`src/rtl/key_event_debouncer.sv`:
```
// key_event_debouncer: tick-sampled multi-bit key debouncer feeding a valid/ready event FIFO.
// Define KEY_AUTOREPEAT_EN to build typematic auto-repeat; otherwise evtRepeat is tied to 0.
module key_event_debouncer #(
  parameter int WIDTH        = 8,
  parameter int CLKDIV       = 1000,
  parameter int STEADY       = 7,
  parameter int FIFO_DEPTH   = 4,
  parameter int REPEAT_DELAY = 50,
  parameter int REPEAT_RATE  = 10
) (
  input  logic                          clk,
  input  logic                          RST,
  input  logic [WIDTH-1:0]              keyValues,
  input  logic                          evtReady,
  output logic                          evtValid,
  output logic [WIDTH-1:0]              evtData,
  output logic                          evtRepeat,
  output logic [WIDTH-1:0]              stableByte,
  output logic [$clog2(FIFO_DEPTH):0]   fifoCount,
  output logic                          overflow
);
  localparam int DW = $clog2(CLKDIV);
  localparam int SW = $clog2(STEADY + 1);
  localparam int PW = $clog2(FIFO_DEPTH);
  localparam int CW = PW + 1;
`ifdef KEY_AUTOREPEAT_EN
  localparam int RMAX = REPEAT_DELAY > REPEAT_RATE ? REPEAT_DELAY : REPEAT_RATE;
  localparam int RW = $clog2(RMAX + 1);
  localparam int EW = WIDTH + 1;
`else
  localparam int EW = WIDTH;
`endif

  if (CLKDIV < 2 || STEADY < 1 || STEADY > 255 || FIFO_DEPTH < 2 ||
      (FIFO_DEPTH & (FIFO_DEPTH - 1)) != 0 || REPEAT_DELAY < 1 || REPEAT_RATE < 1) begin : g_bad_params
    $error("key_event_debouncer: illegal parameter set");
  end

  logic [DW-1:0]    div_q, div_d;
  logic [WIDTH-1:0] testing_q, testing_d, stable_q, stable_d;
  logic [SW-1:0]    steady_q, steady_d;
  logic [EW-1:0]    mem_q [FIFO_DEPTH];
  logic [EW-1:0]    mem_d [FIFO_DEPTH];
  logic [PW-1:0]    wr_q, wr_d, rd_q, rd_d;
  logic [CW-1:0]    cnt_q, cnt_d;
  logic             ovf_q, ovf_d;
  logic             tick, accept, push, pop, full, wr_en;
  logic [EW-1:0]    push_data, head;

  always_comb begin
    tick = div_q == DW'(CLKDIV - 1);
    div_d = tick ? '0 : div_q + 1'b1;
    testing_d = (tick && keyValues != testing_q) ? keyValues : testing_q;
    steady_d = !tick ? steady_q :
               keyValues != testing_q ? '0 :
               steady_q == SW'(STEADY) ? steady_q : steady_q + 1'b1;
    accept = steady_q == SW'(STEADY) && testing_q != stable_q;
    stable_d = accept ? testing_q : stable_q;
  end

`ifdef KEY_AUTOREPEAT_EN
  logic [RW-1:0] rep_q, rep_d, rep_next, rep_target;
  logic          rep_armed_q, rep_armed_d, rep_fire;

  // First repeat waits REPEAT_DELAY ticks, later ones REPEAT_RATE; an accept always pre-empts a repeat.
  always_comb begin
    rep_target = rep_armed_q ? RW'(REPEAT_RATE) : RW'(REPEAT_DELAY);
    rep_next = rep_q + 1'b1;
    rep_fire = tick && !accept && stable_q != '0 && rep_next == rep_target;
    rep_d = (accept || stable_q == '0 || rep_fire) ? '0 : tick ? rep_next : rep_q;
    rep_armed_d = (accept || stable_q == '0) ? 1'b0 : rep_fire ? 1'b1 : rep_armed_q;
    push = accept || rep_fire;
    push_data = accept ? {1'b0, testing_q} : {1'b1, stable_q};
  end

  always_ff @(posedge clk or posedge RST) begin
    if (RST) begin
      rep_q <= '0;
      rep_armed_q <= 1'b0;
    end else begin
      rep_q <= rep_d;
      rep_armed_q <= rep_armed_d;
    end
  end
`else
  always_comb begin
    push = accept;
    push_data = testing_q;
  end
`endif

  // A full FIFO still takes a push when the head leaves on the same edge.
  always_comb begin
    full = cnt_q == CW'(FIFO_DEPTH);
    pop = cnt_q != '0 && evtReady;
    wr_en = push && (!full || pop);
    ovf_d = push && full && !pop;
    wr_d = wr_en ? wr_q + 1'b1 : wr_q;
    rd_d = pop ? rd_q + 1'b1 : rd_q;
    cnt_d = cnt_q + CW'(wr_en) - CW'(pop);
    mem_d = mem_q;
    if (wr_en) mem_d[wr_q] = push_data;
    head = cnt_q == '0 ? '0 : mem_q[rd_q];
  end

  always_ff @(posedge clk or posedge RST) begin
    if (RST) begin
      div_q <= '0;
      testing_q <= '0;
      steady_q <= '0;
      stable_q <= '0;
      wr_q <= '0;
      rd_q <= '0;
      cnt_q <= '0;
      ovf_q <= 1'b0;
      mem_q <= '{default: '0};
    end else begin
      div_q <= div_d;
      testing_q <= testing_d;
      steady_q <= steady_d;
      stable_q <= stable_d;
      wr_q <= wr_d;
      rd_q <= rd_d;
      cnt_q <= cnt_d;
      ovf_q <= ovf_d;
      mem_q <= mem_d;
    end
  end

  assign evtValid = cnt_q != '0;
  assign evtData = head[WIDTH-1:0];
  assign stableByte = stable_q;
  assign fifoCount = cnt_q;
  assign overflow = ovf_q;
`ifdef KEY_AUTOREPEAT_EN
  assign evtRepeat = head[WIDTH];
`else
  assign evtRepeat = 1'b0;
`endif
endmodule

```
`config.mk`:
```
export PLATFORM = sky130hd
export DESIGN_NAME = key_event_debouncer
export DESIGN_NICKNAME = d
export VERILOG_FILES = /design/src/rtl/key_event_debouncer.sv
export SDC_FILE = /design/constraint.sdc
export NUM_CORES = 1
export LEC_CHECK = 0
export CELL_PAD_IN_SITES_DETAIL_PLACEMENT = 1
export CELL_PAD_IN_SITES_GLOBAL_PLACEMENT = 1
export CORE_ASPECT_RATIO = 0.6
export CORE_MARGIN = 4
export CORE_UTILIZATION = 31
export CTS_CLUSTER_DIAMETER = 50
export CTS_CLUSTER_SIZE = 25
export DETAILED_ROUTE_END_ITERATION = 7
export HOLD_SLACK_MARGIN = 0.05
export PLACE_DENSITY_LB_ADDON = 0.1
export SYNTH_ARGS = -nofsm -noshare
export SYNTH_HDL_FRONTEND = slang
export SYNTH_SLANG_ARGS = --single-unit
```
`constraint.sdc`:
```
create_clock -name clk -period 6.2 [get_ports clk]
set_input_delay 0.62 -clock clk [delete_from_list [all_inputs] [get_ports clk]]
set_output_delay 0.62 -clock clk [all_outputs]
set_load 0.02 [all_outputs]
```
# After elaboration in Yosys (flattened, before gate mapping)
# Cells that the tools add are included.
# op_classes
reduce_logical	13
addsub	6
n_mux	10
magnitude_cmp	3
bitwise	2
n_eq_ne	6
# op_table
op	n
bitwise mux 32 bit	1
two-way mux 8 bit	4
binary-select mux 8 bit (select 2 bit)	1
demux 8 bit (select 2 bit)	1
inequality test 8 bit	2
adder 10 x 1 -> 10 bit (second input constant)	1
equality test 10 bit (second input constant)	1
two-way mux 10 bit	1
logical AND 1 bit	7
equality test 3 bit (second input constant)	2
greater-or-equal comparator 3 bit (second input constant)	2
two-way mux 3 bit	2
NOT 2 -> 3 bit	2
adder 2 x 1 -> 2 bit (second input constant)	2
adder 3 x 1 -> 3 bit	1
adder 3 x 1 -> 3 bit (second input constant)	1
logical NOT 3 bit	1
< comparator 3 x 1 -> 1 bit (second input constant)	1
nonzero test 3 bit	1
subtractor 3 x 1 -> 3 bit	1
logical NOT 1 bit	2
inequality test 2 bit (second input constant)	1
AND reduction 2 bit	1
logical OR 1 bit	1
# word_totals
output_inout_bits	22
in_bits	11
register_bits	69

# Logic depth before layout (Yosys ltp)
# Gate-level depths: netlist (run 1).
# depth
ltp_word	6
depth_mapped	10
depth_no_buf	9

# Least setup slack after synthesis (run 1)
# No wires, ideal clock.
# synth_timing
kind	reg-to-reg
startpoint	register cnt_q[2] (netlist: fifoCount[2])
endpoint	register cnt_q[2] (netlist: fifoCount[2])
arrival_time_ns	2.432
n_path_buf	1
synth_period_minus_slack_ns	2.562
path_stages_with_launch	10
setup_ns	0.130
slack_ns	3.638
cell_sequence	dfrtp_1 or3_1 clkbuf_1 and2_1 ha_1 inv_1 ha_1 fa_1 xor2_1 xnor2_1
# synth_via
elab_chain_cells	6
elab_cells_between_ends	8
classes_between	2 x add/sub; 1 x eq/ne; 5 x reduce/logical
# synth_rtl
element	line	rtl
start: declaration	45	logic [CW-1:0] cnt_q, cnt_d;
start signal: assignment	124	cnt_q <= cnt_d;
nonzero test 3 bit (*)	n/a	
named net evtValid	15	output logic evtValid,
logical AND 1 bit (*)	95	pop = cnt_q != '0 && evtReady;
named net pop	47	logic tick, accept, push, pop, full, wr_en;
logical OR 1 bit	96	wr_en = push && (!full || pop);
logical AND 1 bit	96	
adder 3 x 1 -> 3 bit	100	cnt_d = cnt_q + CW'(wr_en) - CW'(pop);
subtractor 3 x 1 -> 3 bit (*)	100	
named net cnt_d[2]	45	
# Mark *: on every way through the listed nets, which the timed path passes. The rest lies on a longest branch.
# A chain may end at the register's enable or synchronous reset.

# Worst setup path in the final report (run 1)
# layout_timing
startpoint	register rd_q[0]
endpoint	output evtData[0]
# layout_via
elab_chain_cells	5
# layout_rtl
element	line	rtl
start: declaration	44	logic [PW-1:0] wr_q, wr_d, rd_q, rd_d;
start signal: assignment	123	rd_q <= rd_d;
NOT 2 -> 3 bit (not written as such)	103	head = cnt_q == '0 ? '0 : mem_q[rd_q];
binary-select mux 8 bit (select 2 bit)	103	
two-way mux 8 bit (not written as such) (2 in a row)	103	
two-way mux 8 bit	103	
end: declaration	16	output logic [WIDTH-1:0] evtData,
# No other way between the ends. The select of a mux whose other input is x is not followed.

==> summary.txt, run 1 <==
Timing
  • Final setup viols: 0
  • Max Fclk: 0.333 GHz
  • RSZ-0062 raised after global routing: false
  • Sum Neg Setup Slack: 0 ns
  • Clock skew: 0.00769 ns
  • Worst Tran Pin Value: 0.908 ns
  • Slew HR: 0.395
  • Hold Vio Cnt, Final: 0
  • Max-slew violation total from the final report: 0
  • Period utilization: 0.484
  • Final min period: 3.00 ns

Logic synthesis
  • Sequential area share after synthesis: 0.482
  • Combinational family with the most area after synthesis: multiplexers
  • Cells after Synth: 244
  • Post-Synth XOR/XNOR Area: 0.0768
  • Multiplexer share of the synthesized area: 0.246
  • Syn Nets: 265
  • Netlist cell types: 37
  • Compound-cell area share of the yosys netlist: 0.0419
  • Simple-gate area share of the yosys netlist: 0.0837
  • Syn avg cell area: 14.7 µm²
  • Adder-Cell Fraction of Synth Area: 0.0370
  • Mapped cell area: 0.00359 mm²
  • Syn. warnings: 0
  • Yosys reg bits: 69

Die
  • Die area: 0.0134 mm²
  • Rows: 30
  • IO Count: 33
  • Chip Height: 91.3 µm
  • Starting Density: 0.317
  • Placeable Area: 0.0113 mm²
  • Die width: 147 µm

GRT
  • Global-route wire length before repair: 12400 µm
  • Vias in the first global route: 2128
  • Total gr overflow: 0
  • Pin count of the biggest net entering global routing: 70
  • Initial antenna violation count: 0
  • GRT Util Overall: 0.122

Layout
  • Area delta synth->final: 22.1%
  • Reg area: 0.00173 mm²
  • Multi-input gate area in the final layout: 0.00174 mm²
  • FILL cells: 1165
  • # nets final: 296
  • Most frequent cells in the layout: 69 x dfrtp_1, 40 x mux2_4, 31 x clkdlybuf4s50_1, 17 x xnor2_1, 11 x and2_1
  • Commonest non-fill, non-tap cell in the layout: dfrtp_1
  • Share of cells above drive strength 1: 0.289
  • Number of diodes: 0

Route
  • Wire per inst: 17.3 µm
  • Routed WL: 7610 µm
  • Drt drc: 0
  • Post-route ant nets: 0
  • DRT iter0 DRCs: 100
  • Via density: 4.45
  • Initial DRT Pass Iterations: 2
  • Total number of vias: 1958

Power and ir drop
  • Lkg Pwr: 2.05 nW
  • Tot Pwr: 1.27 mW
  • Peak VDD IR: 0.137 mV
  • Power Density: 290 mW/mm²

CTS
  • # hold bufs at CTS: 0
  • Clock Sinks: 69
  • H-tree Lvls: 3
  • Post-CTS resize count: 0
  • Clk Latency, worst-skew pair: 0.33 ns
  • Longest Clk Path Bufs: 2
  • Worst-path clk slew: 0.06 ns
  • TritonCTS buffer count: 9
  • Root buffer cell: clkbuf_16
  • Post-CTS Setup Inserts: 0
  • CTS tree: built

Worst setup path
  • Largest stage delay on the critical path: 0.74 ns
  • Worst reg2reg path endpoint: fifoCount[2]$_DFF_PP0_
  • Crit start category: flop
  • Bufs and invs on worst path: 1
  • Worst Path Required: 5.58 ns
  • CP delay by family, top: flip-flops
  • Setup Crit Path Kind: reg2out
  • Worst Setup End Kind: output pin
  • Slowest cell on crit path: dfrtp_1
  • CP Cell Sequence: mux4_2 -> and2_1 -> clkdlybuf4s50_1
  • Crit path arrival time: 2.38 ns
  • Reg2reg setup slack: 3.62 ns
  • CP max FO: 10
  • Worst R2R Path Depth: 8
  • RR Startpoint: fifoCount[2]$_DFF_PP0_

Outcome
  • Status: complete, no violations

Hold path
  • Hold Path Depth: 1
  • Worst hold path class: reg2reg
  • Hold path start: div_q[0]$_DFF_PP0_
  • WHS Endpoint: div_q[0]$_DFF_PP0_

Place
  • Placer congestion estimate: 0.685
  • DPL Wire Length: 5260 µm
  • Buffers on Ports: 31

Flow run
  • Max_cap viols: 0
==> logic make-up after synthesis <==
kind of cell / after synthesis
flops: 69
mux: 57
simple gates: 45
xor+xnor: 28
buf+inv: 20
compound gates: 14
fa+ha+maj: 10
other cells: 1
==> per-stage QoR <==
stage	util	hold WS, ns	instances	setup WS (ns)	instance area (µm²)
global route	0.388	0.522	440	3.06	4380
floorplan	-	0.448	244	3.64	3590
CTS	0.388	0.492	440	3.14	4380
global placement	0.356	0.482	424	3.29	4020
finish	0.388	0.481	440	3.20	4380
detailed placement	0.356	0.484	424	3.24	4020
==> how the worst max path moves through the flow <==
stage,start,cells after the start,endpoint
2_1_floorplan,fifoCount[2]$_DFF_PP0_,9,fifoCount[2]$_DFF_PP0_
3_3_place_gp,evtReady,9,fifoCount[2]$_DFF_PP0_
3_5_place_dp,evtReady,9,fifoCount[2]$_DFF_PP0_
4_1_cts,rd_q[0]$_DFFE_PP0P_,3,evtData[2]
5_1_grt,rd_q[0]$_DFFE_PP0P_,3,evtData[0]
6_report,rd_q[0]$_DFFE_PP0P_,3,evtData[0]
==> cell type report <==
class                           count  area share
Clock buffer                       13      0.0617
Clock inverter                      3      0.0206
Inverter                            8     0.00686
Multi-Input combinational cell    155       0.398
Sequential cell                    69       0.394
Tap cell                          160      0.0457
Timing Repair Buffer               32      0.0726
==> cell usage after synthesis, drive strengths merged <==
| cell | count | area share |
|---|---|---|
| dfrtp | 69 | 0.48 |
| clkbuf | 2 | 0.0021 |
| fa | 1 | 0.0056 |
| nand3 | 2 | 0.0028 |
| xnor2 | 21 | 0.060 |
| nor3 | 2 | 0.0059 |
| and3 | 5 | 0.0087 |
| mux4 | 8 | 0.050 |
| nor4 | 1 | 0.0017 |
| nor2 | 7 | 0.0073 |
| nand4b | 1 | 0.0024 |
| a21oi | 2 | 0.0028 |
| or2 | 1 | 0.0017 |
| nand2 | 4 | 0.0042 |
| a32o | 2 | 0.0056 |
| o31ai | 1 | 0.0021 |
| buf | 10 | 0.022 |
| inv | 8 | 0.0084 |
| conb | 1 | 0.0010 |
| o21ai | 8 | 0.028 |
| nand4 | 6 | 0.019 |
| o211ai | 1 | 0.0035 |
| nor2b | 1 | 0.0017 |
| mux2 | 49 | 0.20 |
| or3 | 3 | 0.0052 |
| ha | 9 | 0.031 |
| xor2 | 7 | 0.017 |
| or4b | 1 | 0.0038 |
| and2 | 11 | 0.019 |
==> routing by layer <==
| metal | vias to the layer above | wire length, µm | track usage |
|---|---|---|---|
| met1 | 998 | 4360 | 0.191 |
| li1 | 923 | - | - |
| met4 | 0 | 90 | 0.0376 |
| met3 | 8 | 290 | 0.0404 |
| met5 | - | 0 | 0 |
| met2 | 29 | 2870 | 0.154 |
==> worst register-to-register path, stage by stage (launching register included) <==
cell and delay [ns]:
dfrtp_1 0.43, or3_1 0.57, and2_1 0.29, ha_1 0.29
inv_1 0.04, ha_1 0.18, fa_1 0.38, xor2_1 0.16
xnor2_1 0.13
==> flip-flops by register name, indices dropped and copies added (netlist names) <==
name and flops:
rd_q 2, fifoCount 3, overflow 1, stableByte 8, steady_q 3, push_data 8, wr_q 2, mem_q 32
div_q 10
==> power breakdown <==
group	total [mW]	internal, mW	leakage, nW	switching (mW)
sequential	0.517	0.469	0.938	0.0485
combinational	0.138	0.0746	0.937	0.0639
clock	0.616	0.426	0.176	0.190
No activity file was read; power rests on OpenSTA's default activity.
==> run 2, diff against run 1 <==
- clock period: 6.2 -> 2.7 ns (I/O delays scaled with it)
==> run 2 against run 1 <==
Sequential share of layout area is 0.65 points lower. Via count is 5.1% higher. Setup slack worse by 2.9 ns. Cell area is 1.7% higher. Routed wire length is 8.9% higher. Critical endpoint unchanged.
==> summary.txt, run 2 (synthesis gave the netlist of run 1 again) <==
Outcome
  • Status: complete, no violations

Power and ir drop
  • Sw frac: 0.261
  • Sequential share of power: 0.423
  • Logic pwr share: 0.141
  • Power Density: 608 mW/mm²
  • Lkg Pwr: 2.11 nW
  • Clk pwr share: 0.436
  • Sw Pwr: 0.706 mW
  • Pint: 2.00 mW
  • Peak VDD IR: 0.243 mV

Route
  • Via density: 4.50
  • Drt drc: 0
  • Post-route ant nets: 0
  • Initial DRT Pass Iterations: 4
  • Total number of vias: 2058
  • Routed WL: 8280 µm
  • DRT iter0 DRCs: 79
  • Wire per inst: 18.1 µm

Layout
  • Design Area, Final: 0.00445 mm²
  • Reg with most FFs: mem_q
  • Number of diodes: 0
  • Share of cells above drive strength 1: 0.327
  • FILL cells: 1168
  • Max reg flops: 32
  • Reg area: 0.00173 mm²
  • Most frequent cells in the layout: 69 x dfrtp_1, 40 x mux2_4, 31 x clkdlybuf4s50_1, 17 x xnor2_1, 17 x buf_4
  • Multi-input gate area in the final layout: 0.00174 mm²
  • Commonest non-fill, non-tap cell in the layout: dfrtp_1
  • Area delta synth->final: 24.2%
  • Final core utilization: 0.394
  • # nets final: 313
  • Top Registers: mem_q x32, div_q x10

Die
  • Die width: 147 µm
  • IO Count: 33
  • Die area: 0.0134 mm²
  • Starting Density: 0.317
  • Placeable Area: 0.0113 mm²
  • Rows: 30
  • Chip Height: 91.3 µm

CTS
  • Clk Latency, worst-skew pair: 0.34 ns
  • Post-CTS resize count: 0
  • Clock Sinks: 69
  • Worst-path clk slew: 0.06 ns
  • Longest Clk Path Bufs: 2
  • CTS tree: built
  • Post-CTS Setup Inserts: 0
  • Root buffer cell: clkbuf_16
  • H-tree Lvls: 3
  • TritonCTS buffer count: 9
  • # hold bufs at CTS: 0

Place
  • DP Worst Slack: 0.0892 ns
  • Buffers on Ports: 31
  • Placer congestion estimate: 0.676
  • DPL Wire Length: 5940 µm
  • Placement Cell Area: 0.00416 mm²

GRT
  • Initial antenna violation count: 0
  • Global-route wire length before repair: 13600 µm
  • Vias in the first global route: 2221
  • Total gr overflow: 0
  • GRT Util Overall: 0.136
  • Pin count of the biggest net entering global routing: 35

Timing
  • Period utilization: 0.891
  • Slew HR: 0.615
  • Final min period: 2.40 ns
  • Worst Setup Slack, final: 0.295 ns
  • Final hold slack: 0.283 ns
  • Final setup viols: 0
  • Max Fclk: 0.416 GHz
  • Max-slew violation total from the final report: 0
  • Sum Neg Setup Slack: 0 ns
  • Worst Tran Pin Value: 0.572 ns
  • Clock skew: 0.00638 ns
  • RSZ-0062 raised after global routing: false
  • Hold Vio Cnt, Final: 0

Worst setup path
  • CP max FO: 10
  • Crit path arrival time: 2.13 ns
  • Worst Path Required: 2.43 ns
  • Crit start category: flop
  • Worst Setup End Kind: output pin
  • Setup Crit Path Kind: reg2out

Hold path
  • Worst hold path class: in2async

Flow run
  • Max_cap viols: 0
## run 2: cell count changes in the layout (fill, tap and decap cells not counted)
cell	before	now
bufinv_16	3	1
clkbuf_8	3	1
buf_12	0	1
clkbuf_1	1	2
buf_4	1	17
clkinv_2	0	2
clkinvlp_4	0	1
## run 2: final cells by class
cell class | instances | area share
inverter | 8 | 0.00674
tap | 160 | 0.0450
multi-input combinational | 155 | 0.392
timing repair buffer | 49 | 0.103
clock buffer | 12 | 0.0554
sequential | 69 | 0.388
clock inverter | 4 | 0.0107
## run 2: power by group through the flow
stage | clock network (mW) | registers [mW] | logic [mW]
after CTS | 1.22 | 1.15 | 0.398
after global routing | 1.27 | 1.15 | 0.430
after global placement | 0 | 1.16 | 0.393
final | 1.18 | 1.15 | 0.381
after floorplan | 0 | 1.15 | 0.240
after detailed placement | 0 | 1.17 | 0.398
## run 2: worst max-delay path, cell delays in order, from the launching register on
cell,delay (ns)
dfrtp_1,0.32
buf_4,0.23
mux4_2,0.55
and2_1,0.17
clkdlybuf4s50_1,0.53
## run 2: final timing paths
| check | startpoint | end | slack, ns | cells past startpoint |
|---|---|---|---|---|
| max in group asynchronous | RST | stableByte[5]$_DFFE_PP0P_ | 1.80 | 3 |
| hold reg to reg | div_q[0]$_DFF_PP0_ | div_q[0]$_DFF_PP0_ | 0.48 | 1 |
| hold / removal | RST | mem_q[6]$_DFFE_PP0P_ | 0.28 | 2 |
| setup / recovery | rd_q[0]$_DFFE_PP0P_ | evtData[0] | 0.30 | 4 |
| setup reg to reg | stableByte[5]$_DFFE_PP0P_ | fifoCount[2]$_DFF_PP0_ | 0.35 | 9 |
| min in group clk | div_q[0]$_DFF_PP0_ | div_q[0]$_DFF_PP0_ | 0.48 | 1 |
## run 2: stage by stage
stage	instances	power, mW
6_report	457	2.71
5_1_grt	457	2.85
4_1_cts	457	2.76
3_5_place_dp	441	1.56
3_3_place_gp	441	1.56
2_1_floorplan	244	1.39
## run 2: layer usage
metal  vias up  global-route usage  wire (µm)
met4         0              0.0399         61
met3         7              0.0499        336
li1        955                   -          -
met1      1063               0.212       4580
met2        33               0.171       3300
met5         -                   0          0
